## src/rtl/idli_sx_pkg.sv

```systemverilog
// rtl/idli_sx_pkg.sv - shared ALU/compare types and sequencer state for the slice-serial execute unit
package idli_sx_pkg;

  typedef enum logic [1:0] {ALU_ADD, ALU_AND, ALU_OR, ALU_XOR} alu_op_t;
  typedef enum logic [1:0] {CMP_EQ, CMP_NE, CMP_LT, CMP_GE} cmp_op_t;
  typedef enum logic {SX_IDLE, SX_RUN} sx_state_t;

  typedef struct packed {
    alu_op_t alu_op;
    logic    rhs_inv;
    logic    cin;
    cmp_op_t cmp_op;
    logic    cmp_signed;
  } sx_op_t;

  // Signed ordering uses N!=V; unsigned ordering uses the borrow (!C).
  function automatic logic sx_cmp(input cmp_op_t op, input logic sgn,
                                  input logic z, input logic n,
                                  input logic c, input logic v);
    logic r;
    case (op)
      CMP_EQ:  r = z;
      CMP_NE:  r = !z;
      CMP_LT:  r = sgn ? (n != v) : !c;
      default: r = sgn ? (n == v) : c;
    endcase
    return r;
  endfunction

endpackage

```

## src/rtl/idli_sx_slice_alu.sv

```systemverilog
// rtl/idli_sx_slice_alu.sv - combinational SLICE_W-bit ALU slice with carry and sign-carry outputs
module idli_sx_slice_alu_m
  import idli_sx_pkg::*;
#(
  parameter int SLICE_W = 4
) (
  input  alu_op_t              op,
  input  logic [SLICE_W-1:0]   lhs,
  input  logic [SLICE_W-1:0]   rhs,
  input  logic                 cin,
  output logic [SLICE_W-1:0]   out,
  output logic                 cout,
  output logic                 sign_cin
);

  logic [SLICE_W:0] sum;

  always_comb begin
    sum      = {1'b0, lhs} + {1'b0, rhs} + {{SLICE_W{1'b0}}, cin};
    out      = sum[SLICE_W-1:0];
    cout     = 1'b0;
    sign_cin = 1'b0;
    case (op)
      ALU_ADD: begin
        cout     = sum[SLICE_W];
        // carry into the sign bit recovered from the sum bit
        sign_cin = lhs[SLICE_W-1] ^ rhs[SLICE_W-1] ^ sum[SLICE_W-1];
      end
      ALU_AND: out = lhs & rhs;
      ALU_OR:  out = lhs | rhs;
      default: out = lhs ^ rhs;
    endcase
  end

endmodule

```

## src/rtl/idli_sx_m.sv

```systemverilog
// rtl/idli_sx_m.sv - slice-serial execution sequencer: FSM, slice counter, carry/Z chaining, flags and compare
module idli_sx_m
  import idli_sx_pkg::*;
#(
  parameter  int DATA_W  = 16,
  parameter  int SLICE_W = 4,
  localparam int NSLICE  = DATA_W / SLICE_W,
  localparam int CTR_W   = (NSLICE > 1) ? $clog2(NSLICE) : 1
) (
  input  logic               i_sx_gck,
  input  logic               i_sx_rst,
  input  logic               i_sx_op_vld,
  output logic               o_sx_op_acp,
  input  alu_op_t            i_sx_alu_op,
  input  logic               i_sx_rhs_inv,
  input  logic               i_sx_cin,
  input  cmp_op_t            i_sx_cmp_op,
  input  logic               i_sx_cmp_signed,
  input  logic [SLICE_W-1:0] i_sx_lhs,
  input  logic [SLICE_W-1:0] i_sx_rhs,
  input  logic               i_sx_opnd_vld,
  input  logic               i_sx_flush,
  output logic [SLICE_W-1:0] o_sx_out,
  output logic               o_sx_out_vld,
  output logic [CTR_W-1:0]   o_sx_ctr,
  output logic               o_sx_busy,
  output logic               o_sx_done,
  output logic               o_sx_cmp
);

  sx_state_t          state_q, state_d;
  logic [CTR_W-1:0]   ctr_q, ctr_d;
  logic               carry_q, carry_d;
  logic               z_acc_q, z_acc_d;
  sx_op_t             op_q, op_d;

  logic [SLICE_W-1:0] alu_out;
  logic               cout, sign_cin, cin_eff;
  logic               run, slice_go, last, z_flag, accept;

  assign run      = (state_q == SX_RUN);
  assign slice_go = run && i_sx_opnd_vld;
  assign last     = slice_go && (ctr_q == CTR_W'(NSLICE - 1));
  assign cin_eff  = (ctr_q == '0) ? op_q.cin : carry_q;
  assign z_flag   = z_acc_q && (alu_out == '0);

  idli_sx_slice_alu_m #(.SLICE_W(SLICE_W)) u_alu (
    .op       (op_q.alu_op),
    .lhs      (i_sx_lhs),
    .rhs      (i_sx_rhs ^ {SLICE_W{op_q.rhs_inv}}),
    .cin      (cin_eff),
    .out      (alu_out),
    .cout     (cout),
    .sign_cin (sign_cin)
  );

  // Accepting on the last slice gives back-to-back issue with no bubble.
  assign o_sx_op_acp  = !i_sx_flush && (!run || last);
  assign accept       = i_sx_op_vld && o_sx_op_acp;
  assign o_sx_out     = slice_go ? alu_out : '0;
  assign o_sx_out_vld = slice_go;
  assign o_sx_ctr     = ctr_q;
  assign o_sx_busy    = run;
  assign o_sx_done    = last && !i_sx_flush;
  assign o_sx_cmp     = o_sx_done && sx_cmp(op_q.cmp_op, op_q.cmp_signed, z_flag,
                                            alu_out[SLICE_W-1], cout, sign_cin ^ cout);

  always_comb begin
    state_d = state_q;
    ctr_d   = ctr_q;
    carry_d = carry_q;
    z_acc_d = z_acc_q;
    op_d    = op_q;
    if (i_sx_flush) begin
      state_d = SX_IDLE;
      ctr_d   = '0;
      z_acc_d = 1'b1;
    end else if (accept) begin
      state_d         = SX_RUN;
      ctr_d           = '0;
      z_acc_d         = 1'b1;
      op_d.alu_op     = i_sx_alu_op;
      op_d.rhs_inv    = i_sx_rhs_inv;
      op_d.cin        = i_sx_cin;
      op_d.cmp_op     = i_sx_cmp_op;
      op_d.cmp_signed = i_sx_cmp_signed;
    end else if (last) begin
      state_d = SX_IDLE;
      ctr_d   = '0;
      z_acc_d = 1'b1;
    end else if (slice_go) begin
      ctr_d   = ctr_q + CTR_W'(1);
      carry_d = cout;
      z_acc_d = z_flag;
    end
  end

  always_ff @(posedge i_sx_gck) begin
    if (i_sx_rst) begin
      state_q <= SX_IDLE;
      ctr_q   <= '0;
      carry_q <= 1'b0;
      z_acc_q <= 1'b1;
      op_q    <= '0;
    end else begin
      state_q <= state_d;
      ctr_q   <= ctr_d;
      carry_q <= carry_d;
      z_acc_q <= z_acc_d;
      op_q    <= op_d;
    end
  end

endmodule

```

## config.mk

```make
export PLATFORM = sky130hd
export DESIGN_NAME = idli_sx_m
export DESIGN_NICKNAME = d
export VERILOG_FILES = /design/src/rtl/idli_sx_pkg.sv /design/src/rtl/idli_sx_slice_alu.sv /design/src/rtl/idli_sx_m.sv
export SDC_FILE = /design/constraint.sdc
export NUM_CORES = 1
export LEC_CHECK = 0
export CORE_ASPECT_RATIO = 0.6
export CORE_UTILIZATION = 35
export DETAILED_ROUTE_END_ITERATION = 16
export SYNTH_ARGS = -nofsm -noshare
export SYNTH_HDL_FRONTEND = slang
export SYNTH_SLANG_ARGS = --single-unit
```

## constraint.sdc

```tcl
create_clock -name i_sx_gck -period 7.5 [get_ports i_sx_gck]
set_clock_uncertainty 0.15 [all_clocks]
set_input_delay 1.875 -clock i_sx_gck [delete_from_list [all_inputs] [get_ports i_sx_gck]]
set_output_delay 1.875 -clock i_sx_gck [all_outputs]
set_load 0.02 [all_outputs]
```

==> After elaboration in Yosys (flattened, before gate mapping) <==
Cells that the tools add are included.
{ "totals": {"reg_bits": 12} }
{ "classes": {"n_addsub": 3, "n_eq_ne": 7, "muxes": 10, "bitwise": 10, "n_reduce_logical": 21} }
{ "ops": {"columns": ["cell", "n"], "rows": [
  ["$pmux W4 S3", 1],
  ["$xor A4 B4 Y4", 2],
  ["$logic_and A1 B1 Y1", 7],
  ["$mux W1", 7],
  ["$eq A2 B2 Y1 const B", 3],
  ["$logic_not A2 Y1", 3],
  ["$add A4 B4 Y5", 1],
  ["$add A5 B1 Y5", 1],
  ["$and A4 B4 Y4", 1],
  ["$eq A2 B1 Y1 const B", 2],
  ["$logic_not A1 Y1", 4],
  ["$logic_not A4 Y1", 1],
  ["$mux W4", 1],
  ["$or A4 B4 Y4", 1],
  ["$reduce_and A4 Y1", 1],
  ["$reduce_or A4 Y1", 1],
  ["$not A1 Y1", 3],
  ["$pmux W1 S3", 1],
  ["$xor A1 B1 Y1", 3],
  ["$add A2 B1 Y2 const B", 1],
  ["$reduce_and A2 Y1", 1],
  ["$reduce_bool A2 Y1", 1],
  ["$reduce_or A2 Y1", 1],
  ["$eq A1 B1 Y1", 1],
  ["other kinds (2)", 2]
]} }

==> Depth between registers and ports, before layout <==
{ "depth": {"ltp_word": 10, "depth_mapped": 12, "depth_no_buf": 12} }

==> Hierarchy <==
Synthesis repeated with hierarchy kept, for this count alone.
{ "hier_totals": {"cells_unflattened": 113, "hier_area_um2": 992.2} }
{ "modules_own_cells": {"columns": ["module", "instances", "cells_per_inst", "area_per_inst_um2"], "rows": [
  ["idli_sx_m", 1, 73, 649.4],
  ["idli_sx_slice_alu_m", 1, 40, 342.8]
]} }

==> Least setup slack after synthesis <==
No wires, ideal clock.
{ "synth_timing": {"kind": "input -> output", "start": "input i_sx_rhs[0]", "end": "output o_sx_cmp", "t_arrival_ns": 4.143, "required_ns": 5.475, "path_slack_ns": 1.332, "stages": 10, "path_buffers": 0, "path_cell_list": "xor2_1 -> fa_1 -> inv_1 -> fa_1 -> xnor2_1 -> mux4_2 -> nor4_2 -> o211ai_1 -> a21oi_1 -> and3b_1"} }
{ "synth_between": {"elab_chain_len": 10} }
{ "synth_lines": {"columns": ["element", "line", "rtl"], "rows": [
  ["from (decl)", "idli_sx_m.sv:20", "input logic [SLICE_W-1:0] i_sx_rhs,"],
  ["$xor A4 B4 Y4 (*)", "idli_sx_m.sv:50", ".rhs (i_sx_rhs ^ {SLICE_W{op_q.rhs_inv}}),"],
  ["$add A4 B4 Y5", "idli_sx_slice_alu.sv:19", "sum = {1'b0, lhs} + {1'b0, rhs} + {{SLICE_W{1'b0}}, cin};"],
  ["$add A5 B1 Y5", "idli_sx_slice_alu.sv:19", null],
  ["$xor A1 B1 Y1", "idli_sx_slice_alu.sv:27", "sign_cin = lhs[SLICE_W-1] ^ rhs[SLICE_W-1] ^ sum[SLICE_W-1];"],
  ["$mux W1", "idli_sx_slice_alu.sv:23", "case (op)"],
  ["$xor A1 B1 Y1", "idli_sx_m.sv:66", "alu_out[SLICE_W-1], cout, sign_cin ^ cout);"],
  ["$eq A1 B1 Y1 / $ne A1 B1 Y1 (equally long branches)", "idli_sx_pkg.sv:25, idli_sx_pkg.sv:24", null],
  ["$mux W1 (on tied branches)", "idli_sx_pkg.sv:25, idli_sx_pkg.sv:24", null],
  ["$pmux W1 S3 (*)", "idli_sx_pkg.sv:21", "case (op)"],
  ["$logic_and A1 B1 Y1 (*)", "idli_sx_m.sv:65", "assign o_sx_cmp = o_sx_done && sx_cmp(op_q.cmp_op, op_q.cmp_signed, z_flag,"],
  ["to (decl)", "idli_sx_m.sv:28", "output logic o_sx_cmp"]
]} }
Mark *: on every way between the ends. The rest lies on a longest branch, timed or not.

==> Worst setup path in the final report <==
Same ends and word-level chain as after synthesis.

==> impl_metrics.yaml <==
die:
  ioPinCount: 31
  die_x_um: 71.81
  die_height_um: 43.89
  core_sq_mm: 0.002628
  start_util_pct: 38.95
  num_rows: 14
  dieArea_sq_mm: 0.003151
drt:
  vias: 914
  drc_errors: 0
  first_pass_iters: 4
  vias_per_cell: 4.941
  postRouteAntennaNets: 0
  drt-initial-drc-count: 26
  drt_wl_total_mm: 2.174
  wire_per_inst_um: 11.75
sta:
  min_period_ns: 7.251
  tns_ns: 0
  tightest_slew_ns: 0.4269
  slew_violations: 0
  clock.fmax_ghz: 0.1379
  min_period_over_period_pct: 96.68
  fin_ws_ns: 0.2489
  rsz0062_at_grt: "false"
  slew_headroom_pct: 71.54
  setup_viol: 0
  hold_viol: 0
global_routing:
  track_usage_pct: 16.16
  grt_max_degree: 11
  grt_pass1_vias: 875
  grt_overflow: 0
  antenna_found_initial: 0
  grt_pass1_wl_mm: 3.877
synthesis:
  ys_types: 34
  synth_commonest_cells: "inv_1, nor2_1, dfxtp_1"
  ys.flop_type: "dfxtp_1"
  synth_seq_cells: 12
  synthTopCellsByArea: "dfxtp_1, ha_1, inv_1"
  syn_inst: 125
  avgSynthCellArea_sq_um: 8.188
  synth_top_area_share_pct: 23.47
  syn_nets: 157
  synth_edf_count: 0
  yosysSeqAreaShare_pct: 23.47
  yosysWarnings: 0
  synth.most_common_cell: "inv_1"
  netlist_area_sq_mm: 0.001023
  async_reset_ff_share_pct: 0
  synth_top_area_cell: "dfxtp_1"
worst_setup_path:
  crit_type: "primary input to output port"
  critical_path_arrival_ns: 5.23
  r2r_setup_slack_ns: 4.76
  critPathMaxFanout: 3
  cp.required_ns: 5.48
  setup.worst_path.start_class: "primary input"
  cp-end-kind: "output port"
cts:
  clock_path_buffers: 2
  root_buffer: "clkbuf_8"
  clkSinkCount: 12
  clk_pin_slew_ns: 0.05
  cts_tree: "yes"
  cts_hold_buf: 0
  numCtsBuffers: 3
  insertion_delay_ns: 0.23
  post_cts_buffers: 0
  ctsHtreeMaxLevel: 1
placement:
  dp_slack_ns: 0.1669
  placed_area_sq_mm: 0.001344
  dp_hpwl_mm: 1.847
  portBuffers: 30
  gp_congestion: 0.7793
job:
  drv_cap: 0
outcome:
  status: "completed"
cells_and_area:
  drive_gt1_share_pct: 7.843
  antenna_cells: 0
  nets: 187
  area_delta_synth_final_pct: 36.06
  design_area_sq_mm: 0.001393
  fillers: 254
power_and_ir_drop:
  ir_drop_mv: 0.1055
  powerDensity_mw_per_mm2: 137.0
  finalPower_w: 0.0001908
  p_leak_nw: 0.5931
worst_hold_path:
  hp-class: "flop to flop"
==> cell type report <==
class | count | area, sq um | share of cell area, %
Multi-Input combinational cell | 88 | 695.7 | 49.95
Clock buffer | 3 | 41.29 | 2.965
Timing Repair Buffer | 30 | 300.3 | 21.56
Sequential cell | 12 | 240.2 | 17.25
Tap cell | 32 | 40.04 | 2.875
Inverter | 20 | 75.07 | 5.391
==> stage by stage <==
stage / util, % / instances / hold WS, ns
floorplan: - / 125 / 0.2935
global placement: 51.14 / 182 / 0.3076
detailed placement: 51.14 / 182 / 0.3173
CTS: 52.71 / 185 / 0.3241
global route: 53.00 / 185 / 0.3599
finish: 53.00 / 185 / 0.3283
==> worst paths after layout <==
kind | to | from | cells past startpoint
worst min-delay path | z_acc_q | z_acc_q | 2
worst min register to register | z_acc_q | z_acc_q | 2
worst max-delay path | o_sx_cmp | i_sx_rhs[0] | 12
worst max register to register | z_acc_q | o_sx_ctr[0] | 11
==> timing repair <==
action / CTS / global route
endpoints found under the hold margin: 0 / 0
endpoints found under the setup margin: 0 / 1
gates resized for setup: 0 / 1
==> registers in the layout, indices dropped and copies added, names as in the netlist <==
signal and count:
o_sx_busy 1, o_sx_ctr 2, op_q 7, carry_q 1, z_acc_q 1
==> worst max-delay path, stage by stage <==
cell	delay (ns)
clkdlybuf4s50_1	0.50
xor2_2	0.21
fa_1	0.22
inv_1	0.06
fa_1	0.40
xnor2_1	0.14
mux4_2	0.50
nor4_2	0.32
o211ai_1	0.15
a21oi_1	0.15
and3b_1	0.18
clkdlybuf4s50_1	0.53
==> placed cells by master, fill, tap and decap left out, drive strengths merged, types with 2 or more instances in the layout <==
cell and instances:
or2 2, mux4 3, a21boi 2, and2 4
nand2 7, a21oi 5, mux2i 7, nor2 17
fa 2, nand3 2, inv 20, clkdlybuf4s50 30
xnor2 2, o21a 2, xor2 5, ha 10
dfxtp 12, clkbuf 3, o21ai 3
==> metal layers <==
metal,vias to the layer above,GRT usage (%),routed length (um)
met5,-,0,0
met4,0,1.176,0
met3,0,5.814,100
met2,21,24.72,927
met1,427,22.85,1146
li1,466,-,-
==> where the power goes <==
group / switching [W] / internal (W) / total [W] / leakage [nW]
logic: 0.0000307 / 0.0000343 / 0.0000651 / 0.474
clock network: 0.0000213 / 0.0000352 / 0.0000565 / 0.0216
registers: 0.00000309 / 0.0000662 / 0.0000692 / 0.0977
total: 0.0000551 / 0.000136 / 0.000191 / 0.593
==> cell families (layout without fill, tap and decap cells) <==
kind of cell / Yosys count / count (layout) / synth area share, %
AOI/OAI and AO/OA: 17 / 17 / 10.64
xor gates and xnor gates: 7 / 7 / 5.990
adders and majority gates: 12 / 12 / 16.14
buffers and inverters: 25 / 53 / 9.290
DFF: 12 / 12 / 23.47
muxes: 11 / 11 / 14.55
and+or+nand+nor: 41 / 41 / 19.93
No activity file was read; power rests on OpenSTA's default activity.
